**src/rtl/alu_div_share_arbiter.sv**
```systemverilog
// -----------------------------------------------------------------------------
// alu_div_share_arbiter
//
// Shares one multi-cycle 64-bit divider between two requesters. A round-robin
// arbiter picks one request while idle, latches its operands, starts the
// divider, waits for its result (guarded by a watchdog), and presents the
// result on a valid/ready response port tagged with the requester index and
// the requester's transaction tag. Only one operation is in flight at a time.
//
// Ports
//   clk, rst                 clock; asynchronous active-low reset
//   flush                    synchronous abort of any queued/in-flight op
//   reqN_valid/ready         request handshake per requester (N = 0, 1)
//   reqN_numA/numB           dividend / divisor
//   reqN_func                [1] 0=quotient 1=remainder, [0] 0=unsigned 1=signed
//   reqN_tag                 echoed on resp_tag
//   resp_valid/ready         response handshake
//   resp_data/err/src/tag    result, error flag, requester index, tag
//   div_start/clean          one-cycle start / abort pulses to the divider
//   div_numA/numB/func       divider operands (held from the operand registers)
//   div_numC/ready/err       divider result, completion strobe, error flag
// -----------------------------------------------------------------------------
module alu_div_share_arbiter #(
    parameter int unsigned TAG_W   = 4,
    parameter int unsigned TIMEOUT = 31
) (
    input  logic             clk,
    input  logic             rst,
    input  logic             flush,
    input  logic             req0_valid,
    output logic             req0_ready,
    input  logic [63:0]      req0_numA,
    input  logic [63:0]      req0_numB,
    input  logic [1:0]       req0_func,
    input  logic [TAG_W-1:0] req0_tag,
    input  logic             req1_valid,
    output logic             req1_ready,
    input  logic [63:0]      req1_numA,
    input  logic [63:0]      req1_numB,
    input  logic [1:0]       req1_func,
    input  logic [TAG_W-1:0] req1_tag,
    output logic             resp_valid,
    input  logic             resp_ready,
    output logic [63:0]      resp_data,
    output logic             resp_err,
    output logic             resp_src,
    output logic [TAG_W-1:0] resp_tag,
    output logic             div_start,
    output logic             div_clean,
    output logic [63:0]      div_numA,
    output logic [63:0]      div_numB,
    output logic [1:0]       div_func,
    input  logic [63:0]      div_numC,
    input  logic             div_ready,
    input  logic             div_err
);

    localparam int unsigned     WD_W     = (TIMEOUT < 2) ? 1 : $clog2(TIMEOUT + 1);
    localparam logic [WD_W-1:0] WD_ZERO  = {WD_W{1'b0}};
    localparam logic [WD_W-1:0] WD_ONE   = WD_W'(1);
    // Watchdog value on the last permitted BUSY cycle (count starts at 0).
    localparam logic [WD_W-1:0] WD_LAST  = WD_W'(TIMEOUT - 1);
    localparam logic [63:0]     ALL_ONES = 64'hFFFF_FFFF_FFFF_FFFF;

    typedef enum logic [1:0] {
        IDLE  = 2'd0,
        ISSUE = 2'd1,
        BUSY  = 2'd2,
        HOLD  = 2'd3
    } state_t;

    state_t           state_q, state_d;
    logic             rr_q, rr_d;
    logic [WD_W-1:0]  wd_q, wd_d;
    logic [63:0]      op_numA_q, op_numA_d;
    logic [63:0]      op_numB_q, op_numB_d;
    logic [1:0]       op_func_q, op_func_d;
    logic [TAG_W-1:0] op_tag_q, op_tag_d;
    logic             op_src_q, op_src_d;
    logic             resp_valid_q, resp_valid_d;
    logic [63:0]      resp_data_q, resp_data_d;
    logic             resp_err_q, resp_err_d;
    logic             resp_src_q, resp_src_d;
    logic [TAG_W-1:0] resp_tag_q, resp_tag_d;
    logic             div_start_q, div_start_d;
    logic             div_clean_q, div_clean_d;

    logic             gnt_any_s;
    logic             gnt_idx_s;
    logic [63:0]      sel_numA_s;
    logic [63:0]      sel_numB_s;
    logic [1:0]       sel_func_s;
    logic [TAG_W-1:0] sel_tag_s;
    logic             req0_ready_s;
    logic             req1_ready_s;

    // Round-robin choice; the pointer only matters when both requesters are valid.
    always_comb begin
        gnt_any_s = 1'b0;
        gnt_idx_s = 1'b0;
        if (req0_valid && req1_valid) begin
            gnt_any_s = 1'b1;
            gnt_idx_s = rr_q;
        end else if (req0_valid) begin
            gnt_any_s = 1'b1;
            gnt_idx_s = 1'b0;
        end else if (req1_valid) begin
            gnt_any_s = 1'b1;
            gnt_idx_s = 1'b1;
        end else begin
            gnt_any_s = 1'b0;
            gnt_idx_s = 1'b0;
        end
    end

    assign sel_numA_s = gnt_idx_s ? req1_numA : req0_numA;
    assign sel_numB_s = gnt_idx_s ? req1_numB : req0_numB;
    assign sel_func_s = gnt_idx_s ? req1_func : req0_func;
    assign sel_tag_s  = gnt_idx_s ? req1_tag  : req0_tag;

    // Next-state, operand capture, response capture and divider pulse requests.
    always_comb begin
        state_d      = state_q;
        rr_d         = rr_q;
        wd_d         = wd_q;
        op_numA_d    = op_numA_q;
        op_numB_d    = op_numB_q;
        op_func_d    = op_func_q;
        op_tag_d     = op_tag_q;
        op_src_d     = op_src_q;
        resp_data_d  = resp_data_q;
        resp_err_d   = resp_err_q;
        resp_src_d   = resp_src_q;
        resp_tag_d   = resp_tag_q;
        div_start_d  = 1'b0;
        div_clean_d  = 1'b0;
        req0_ready_s = 1'b0;
        req1_ready_s = 1'b0;

        if (flush) begin
            // Abort wins over any grant or handshake; the divider is only
            // told to clean up if it was actually started.
            state_d = IDLE;
            if ((state_q == ISSUE) || (state_q == BUSY)) begin
                div_clean_d = 1'b1;
            end else begin
                div_clean_d = 1'b0;
            end
        end else begin
            case (state_q)
                IDLE: begin
                    if (gnt_any_s) begin
                        // Ready is masked while reset is asserted so that no
                        // request is seen as accepted during reset.
                        req0_ready_s = ~gnt_idx_s & rst;
                        req1_ready_s = gnt_idx_s & rst;
                        rr_d         = ~gnt_idx_s;
                        op_numA_d    = sel_numA_s;
                        op_numB_d    = sel_numB_s;
                        op_func_d    = sel_func_s;
                        op_tag_d     = sel_tag_s;
                        op_src_d     = gnt_idx_s;
                        if (sel_numB_s == 64'd0) begin
                            // Division by zero is answered locally.
                            state_d     = HOLD;
                            resp_data_d = ALL_ONES;
                            resp_err_d  = 1'b1;
                            resp_src_d  = gnt_idx_s;
                            resp_tag_d  = sel_tag_s;
                        end else begin
                            state_d     = ISSUE;
                            div_start_d = 1'b1;
                        end
                    end else begin
                        state_d = IDLE;
                    end
                end
                ISSUE: begin
                    state_d = BUSY;
                    wd_d    = WD_ZERO;
                end
                BUSY: begin
                    // wd_q == 0 marks the first BUSY cycle, where div_ready may
                    // still reflect the divider's previous state.
                    if ((wd_q != WD_ZERO) && div_ready) begin
                        state_d     = HOLD;
                        resp_data_d = div_numC;
                        resp_err_d  = div_err;
                        resp_src_d  = op_src_q;
                        resp_tag_d  = op_tag_q;
                    end else if (wd_q == WD_LAST) begin
                        state_d     = HOLD;
                        div_clean_d = 1'b1;
                        resp_data_d = ALL_ONES;
                        resp_err_d  = 1'b1;
                        resp_src_d  = op_src_q;
                        resp_tag_d  = op_tag_q;
                    end else begin
                        wd_d = wd_q + WD_ONE;
                    end
                end
                HOLD: begin
                    if (resp_ready) begin
                        state_d = IDLE;
                    end else begin
                        state_d = HOLD;
                    end
                end
                default: begin
                    state_d = IDLE;
                end
            endcase
        end

        resp_valid_d = (state_d == HOLD);
    end

    // State, operand and registered-output flops.
    always_ff @(posedge clk or negedge rst) begin
        if (!rst) begin
            state_q      <= IDLE;
            rr_q         <= 1'b0;
            wd_q         <= WD_ZERO;
            op_numA_q    <= 64'd0;
            op_numB_q    <= 64'd0;
            op_func_q    <= 2'd0;
            op_tag_q     <= {TAG_W{1'b0}};
            op_src_q     <= 1'b0;
            resp_valid_q <= 1'b0;
            resp_data_q  <= 64'd0;
            resp_err_q   <= 1'b0;
            resp_src_q   <= 1'b0;
            resp_tag_q   <= {TAG_W{1'b0}};
            div_start_q  <= 1'b0;
            div_clean_q  <= 1'b0;
        end else begin
            state_q      <= state_d;
            rr_q         <= rr_d;
            wd_q         <= wd_d;
            op_numA_q    <= op_numA_d;
            op_numB_q    <= op_numB_d;
            op_func_q    <= op_func_d;
            op_tag_q     <= op_tag_d;
            op_src_q     <= op_src_d;
            resp_valid_q <= resp_valid_d;
            resp_data_q  <= resp_data_d;
            resp_err_q   <= resp_err_d;
            resp_src_q   <= resp_src_d;
            resp_tag_q   <= resp_tag_d;
            div_start_q  <= div_start_d;
            div_clean_q  <= div_clean_d;
        end
    end

    assign req0_ready = req0_ready_s;
    assign req1_ready = req1_ready_s;
    assign resp_valid = resp_valid_q;
    assign resp_data  = resp_data_q;
    assign resp_err   = resp_err_q;
    assign resp_src   = resp_src_q;
    assign resp_tag   = resp_tag_q;
    assign div_start  = div_start_q;
    assign div_clean  = div_clean_q;
    assign div_numA   = op_numA_q;
    assign div_numB   = op_numB_q;
    assign div_func   = op_func_q;

endmodule

```
**config.mk**
```make
export PLATFORM = sky130hd
export DESIGN_NAME = alu_div_share_arbiter
export DESIGN_NICKNAME = d
export VERILOG_FILES = /design/src/rtl/alu_div_share_arbiter.sv
export SDC_FILE = /design/constraint.sdc
export NUM_CORES = 1
export LEC_CHECK = 0
export CORE_AREA = 2 2 211 213
export DETAILED_ROUTE_END_ITERATION = 7
export DIE_AREA = 0 0 213 215
export DONT_BUFFER_PORTS = 1
export GPL_TIMING_DRIVEN = 0
export PLACE_DENSITY = 0.45
export RECOVER_POWER = 100
export SYNTH_ARGS = -nofsm -noshare
export SYNTH_HDL_FRONTEND = slang
export SYNTH_SLANG_ARGS = --single-unit
export TNS_END_PERCENT = 30
```
**constraint.sdc**
```tcl
create_clock -name clk -period 3.92 [get_ports clk]
set_clock_uncertainty 0.15 [all_clocks]
set_input_delay 1.176 -clock clk [delete_from_list [all_inputs] [get_ports clk]]
set_output_delay 1.176 -clock clk [all_outputs]
set_load 0.01 [all_outputs]
```
# Yosys cells after proc, flatten, opt, wreduce, memory -nomap -nowiden
# Cells that the tools add are included.
[word_totals]
reg_bits = 216
latch_bits = 0
mem_bits_rw = 0
rom_bits = 0
wordCells = 95
mem_count = 0
[op_classes]
add_sub_neg = 1
n_mul = 0
div_mod_pow = 0
magnitude_cmp = 0
n_eq_ne = 10
shift = 0
muxes = 54
n_bitwise = 4
reduce_logical = 11
[op_table]
columns = ["operator", "n"]
rows = [
  ["two-way mux 64 bit", 6],
  ["one-hot mux 64 bit (2 select lines)", 1],
  ["zero test 64 bit", 1],
  ["two-way mux 1 bit", 28],
  ["two-way mux 4 bit", 5],
  ["two-way mux 2 bit", 7],
  ["two-way mux 5 bit", 2],
  ["one-hot mux 5 bit (2 select lines)", 1],
  ["inequality test 2 bit, second input constant", 4],
  ["one-hot mux 2 bit (4 select lines)", 1],
  ["one-hot mux 4 bit (2 select lines)", 1],
  ["equality test 2 bit, second input constant", 3],
  ["adder 5 x 1 -> 5 bit, second input constant", 1],
  ["equality test 5 bit, second input constant", 1],
  ["AND reduction 5 bit", 1],
  ["nonzero test 5 bit", 1],
  ["one-hot mux 1 bit (2 select lines)", 2],
  ["AND reduction 4 bit", 1],
  ["nonzero test 2 bit", 2],
  ["inequality test 3 x 1 -> 1 bit, second input constant", 1],
  ["AND reduction 3 bit", 1],
  ["bitwise AND 1 bit", 2],
  ["equality test 2 x 1 -> 1 bit, second input constant", 1],
  ["logical AND 1 bit", 2],
  ["other kinds (3)", 4],
]

# Longest topological paths before layout
[logic_depth]
word_depth = 10
depth_mapped = 10
ltp_nobuf = 7

# Worst setup path after synthesis
# Ideal clock, no wire load.
[synth_path]
kind = "input -> output"
start = "in flush"
end = "out req1_ready"
arrival_ps = 2301
setup_slack_ps = 293
stages = 4
path_buffers = 1
cell_sequence = "nand2b_1 nor3b_1 clkbuf_1 and2_1"
[synth_via]
elab_chain_len = 1
[synth_rtl]
columns = ["item", "line", "rtl"]
rows = [
  ["start, declared", "29", "input logic flush,"],
  ["two-way mux 1 bit", "140", "if (flush) begin"],
  ["end, declared", "37", "output logic req1_ready,"],
]
# Every way passes these cells.

# Final worst setup path
[layout_path]
start = "reg state_q[0]"
end = "out req1_ready"
[layout_via]
elab_chain_len = 3
[layout_rtl]
columns = ["item", "line", "rtl"]
rows = [
  ["start, declared", "72", "state_t state_q, state_d;"],
  ["start signal, assigned", "237", "state_q <= state_d;"],
  ["zero test 2 bit", "150", "case (state_q)"],
  ["two-way mux 1 bit", "150", ""],
  ["two-way mux 1 bit", "140", ""],
]
# Every way passes these cells.

==> summary.txt <==
Status
  • Status: completed

Clock tree
  • Clock sink count: 216
  • H-tree Lvls: 1
  • TritonCTS Buffers: 27
  • CTS tree: yes
  • Clock Path Buffers: 3
  • Root Buffer: clkbuf_16
  • Worst skew pair latency: 550 ps
  • CTS clock-pin slew for the worst setup and hold paths: 60 ps

Worst setup path
  • WP data required: 2590 ps
  • Critical path, cell by cell: inv_1 > ha_1 > nand2b_1 > nor3b_4 > buf_12 > clkbuf_2 > and2_1
  • Reg2Reg Depth: 9
  • Worst path arrival time: 2420 ps
  • Worst setup SP type: flip-flop
  • Reg-to-Reg End: div_numB[52]
  • Slowest CP cell: dfrtp_1
  • Critical Path End Type: primary output
  • CP delay by family, top: simple AND/OR/NAND/NOR gates
  • WS Path Type: reg2out
  • Reg2Reg Setup Slack: 480 ps
  • CP bufs+invs: 3
  • Origin of the critical flop-to-flop path: state_q[0]
  • Crit-path max cell delay: 420 ps
  • Critical path peak fanout: 10

Pwr
  • Overall Power: 7.301 mW
  • Power Dens Cells: 621.5 nW/um^2
  • Max VDD drop: 0.0002979 V
  • Leakage: 5.436 nW

Yosys
  • Async set-reset flop share out of synthesis: 100.0%
  • Top-count cell post-synth: dfrtp_1
  • Synth top area share: 54.00%
  • Number of synthesized flops with an enable pin: 0
  • Synthesized cell area: 10,010 um^2
  • Yosys warning count: 0
  • Ys flop type: dfrtp_1
  • Area contributors post-synth: dfrtp_1 (54%), mux2i_1 (14%), nand2_1 (7.8%)
  • Most frequent cells after synthesis: dfrtp_1 (216), nand2_1 (207), mux2i_1 (137)
  • Netlist cell types: 39
  • Flops & latches, synth: 216
  • Mapped Cells: 1,005
  • Register area share after synthesis: 54.00%
  • Mapped Nets: 1,353
  • Average size of a mapped cell: 9.960 um^2
  • Area leader, netlist: dfrtp_1

GRT
  • Antenna violations before repair: 2
  • Total global routing overflow: 0
  • Largest net degree at the start of global routing: 219
  • First-pass GRT wire length: 53,300 um
  • GRT Util Overall: 15.68%
  • Vias in the first global route: 8,088

Place
  • Post-Place Cells: 1,597
  • Placed cell area: 10,760 um^2
  • Port-buffer cells: 0
  • Place WS: -837.0 ps
  • Estimated wirelength of the detail-placed design: 28,790 um
  • Gpl congestion: 0.8383

Timing
  • Tightest Pin Transition: 1179 ps
  • Setup Total Neg Slack: 0 ps
  • Peak Freq: 266.7 MHz
  • Fin. max-slew vios: 0
  • # setup viols final: 0
  • Period Utilization, post-route: 95.64%
  • Fin. Hold Viols: 0
  • Relative slew slack: 20.84%
  • Hold slack: 162.1 ps
  • RSZ-0062 raised after global routing: false
  • Minimum clock period: 3749 ps
  • Setup slack after layout: 170.9 ps

Floorplanning
  • Initial Util: 22.94%
  • Area of the die: 45,800 um^2
  • Number of core rows: 77
  • Die Ht: 215 um
  • Core Region: 43,640 um^2
  • I/O Pins: 545
  • Die Span X: 213 um

Finish
  • Final Util: 26.92%
  • Final nets: 1,385
  • Final Non-Filler Cells: 1,649
  • Final instance area: 11,750 um^2
  • Area growth from synthesis to layout: 17.36%
  • Share of cells above drive strength 1: 6.345%

Routing
  • Wire length per cell: 22.71 um
  • DR iter-0 viols: 547
  • First drt pass iteration count: 5
  • DR vias: 7,647
  • DRC errors left: 0
  • Number of vias per cell: 4.637
  • Routed WL: 37,460 um
  • Final ANT Viol Nets: 0

Hold path
  • Worst hold path class: in2async

Flow run
  • Max Cap Violations: 0
cell families (layout without fill, tap and decap cells):
logic type / Yosys count / in the layout / share of synthesized area, %
adders and majority gates: 8 / 8 / 1.000
xor gates and xnor gates: 3 / 3 / 0.2625
muxes: 143 / 143 / 14.56
AOI/OAI and AO/OA: 158 / 158 / 10.13
and+or+nand+nor: 336 / 336 / 13.97
buffers and inverters: 141 / 192 / 6.075
other: 0 / 1 / 0
DFF: 216 / 216 / 54.00
worst max path at each step:
| stage | endpoint | depth (start not counted) | start |
|---|---|---|---|
| 5_1_grt | req0_ready | 6 | state_q[0] |
| 3_5_place_dp | req1_ready | 4 | flush |
| 2_1_floorplan | req1_ready | 4 | flush |
| 3_3_place_gp | req0_ready | 4 | flush |
| 6_report | req1_ready | 7 | state_q[0] |
| 4_1_cts | req1_ready | 6 | state_q[0] |
state kept, by name (all words and copies together) (netlist names):
register	count
resp_src	1
resp_data	64
resp_tag	4
op_tag_q	4
resp_err	1
div_clean	1
div_numA	64
rr_q	1
wd_q	5
div_numB	64
div_start	1
div_func	2
op_src_q	1
state_q	2
resp_valid	1
metal layers:
layer | track usage (%) | wire length [um]
met5 | 0 | 13
met4 | 7.436 | 1823
met3 | 4.077 | 3055
met2 | 27.57 | 18390
met1 | 17.50 | 14170
placed cells by master (no fill, tap or decap), drive strengths merged, types with 6 or more instances in the layout:
cell type	n
mux2i	137
nor2	75
buf	19
nor4	32
o21ai	71
a22oi	66
inv	82
clkbuf	84
dfrtp	216
nand2	207
ha	8
mux2	6
nand4	9
timing repair:
action,4_1_cts,5_1_grt
endpoints found under the setup margin,2,1
pin swaps,1,1
hold buffers,0,0
gates resized for setup,5,0
buffers inserted,1,2
worst reg2reg max path, cell delays in order, from the launching register on:
cell	delay, ps
dfrtp_1	400
inv_1	100
ha_1	220
nand2b_1	230
or2_2	160
clkbuf_1	250
clkbuf_2	410
clkbuf_1	610
clkbuf_1	560
o21ai_0	200
layout make-up:
cell class              instances  area [um^2]
multi-input cells             648         3995
clock buffers                  39        810.8
repair buffers                  3        35.03
fillers                      4656        31900
well taps                     592        740.7
clock inverters                 9        162.7
inverters                      80        300.3
flip-flops and latches        216         5405
plain buffers                  61        295.3
diodes                          1        2.502
power breakdown:
group	internal (mW)	switching [mW]	total (mW)
clock	1.70	1.01	2.71
sequential	2.77	0.782	3.55
combinational	0.431	0.612	1.04
total	4.90	2.41	7.30
(Power assumes the default switching activity.)
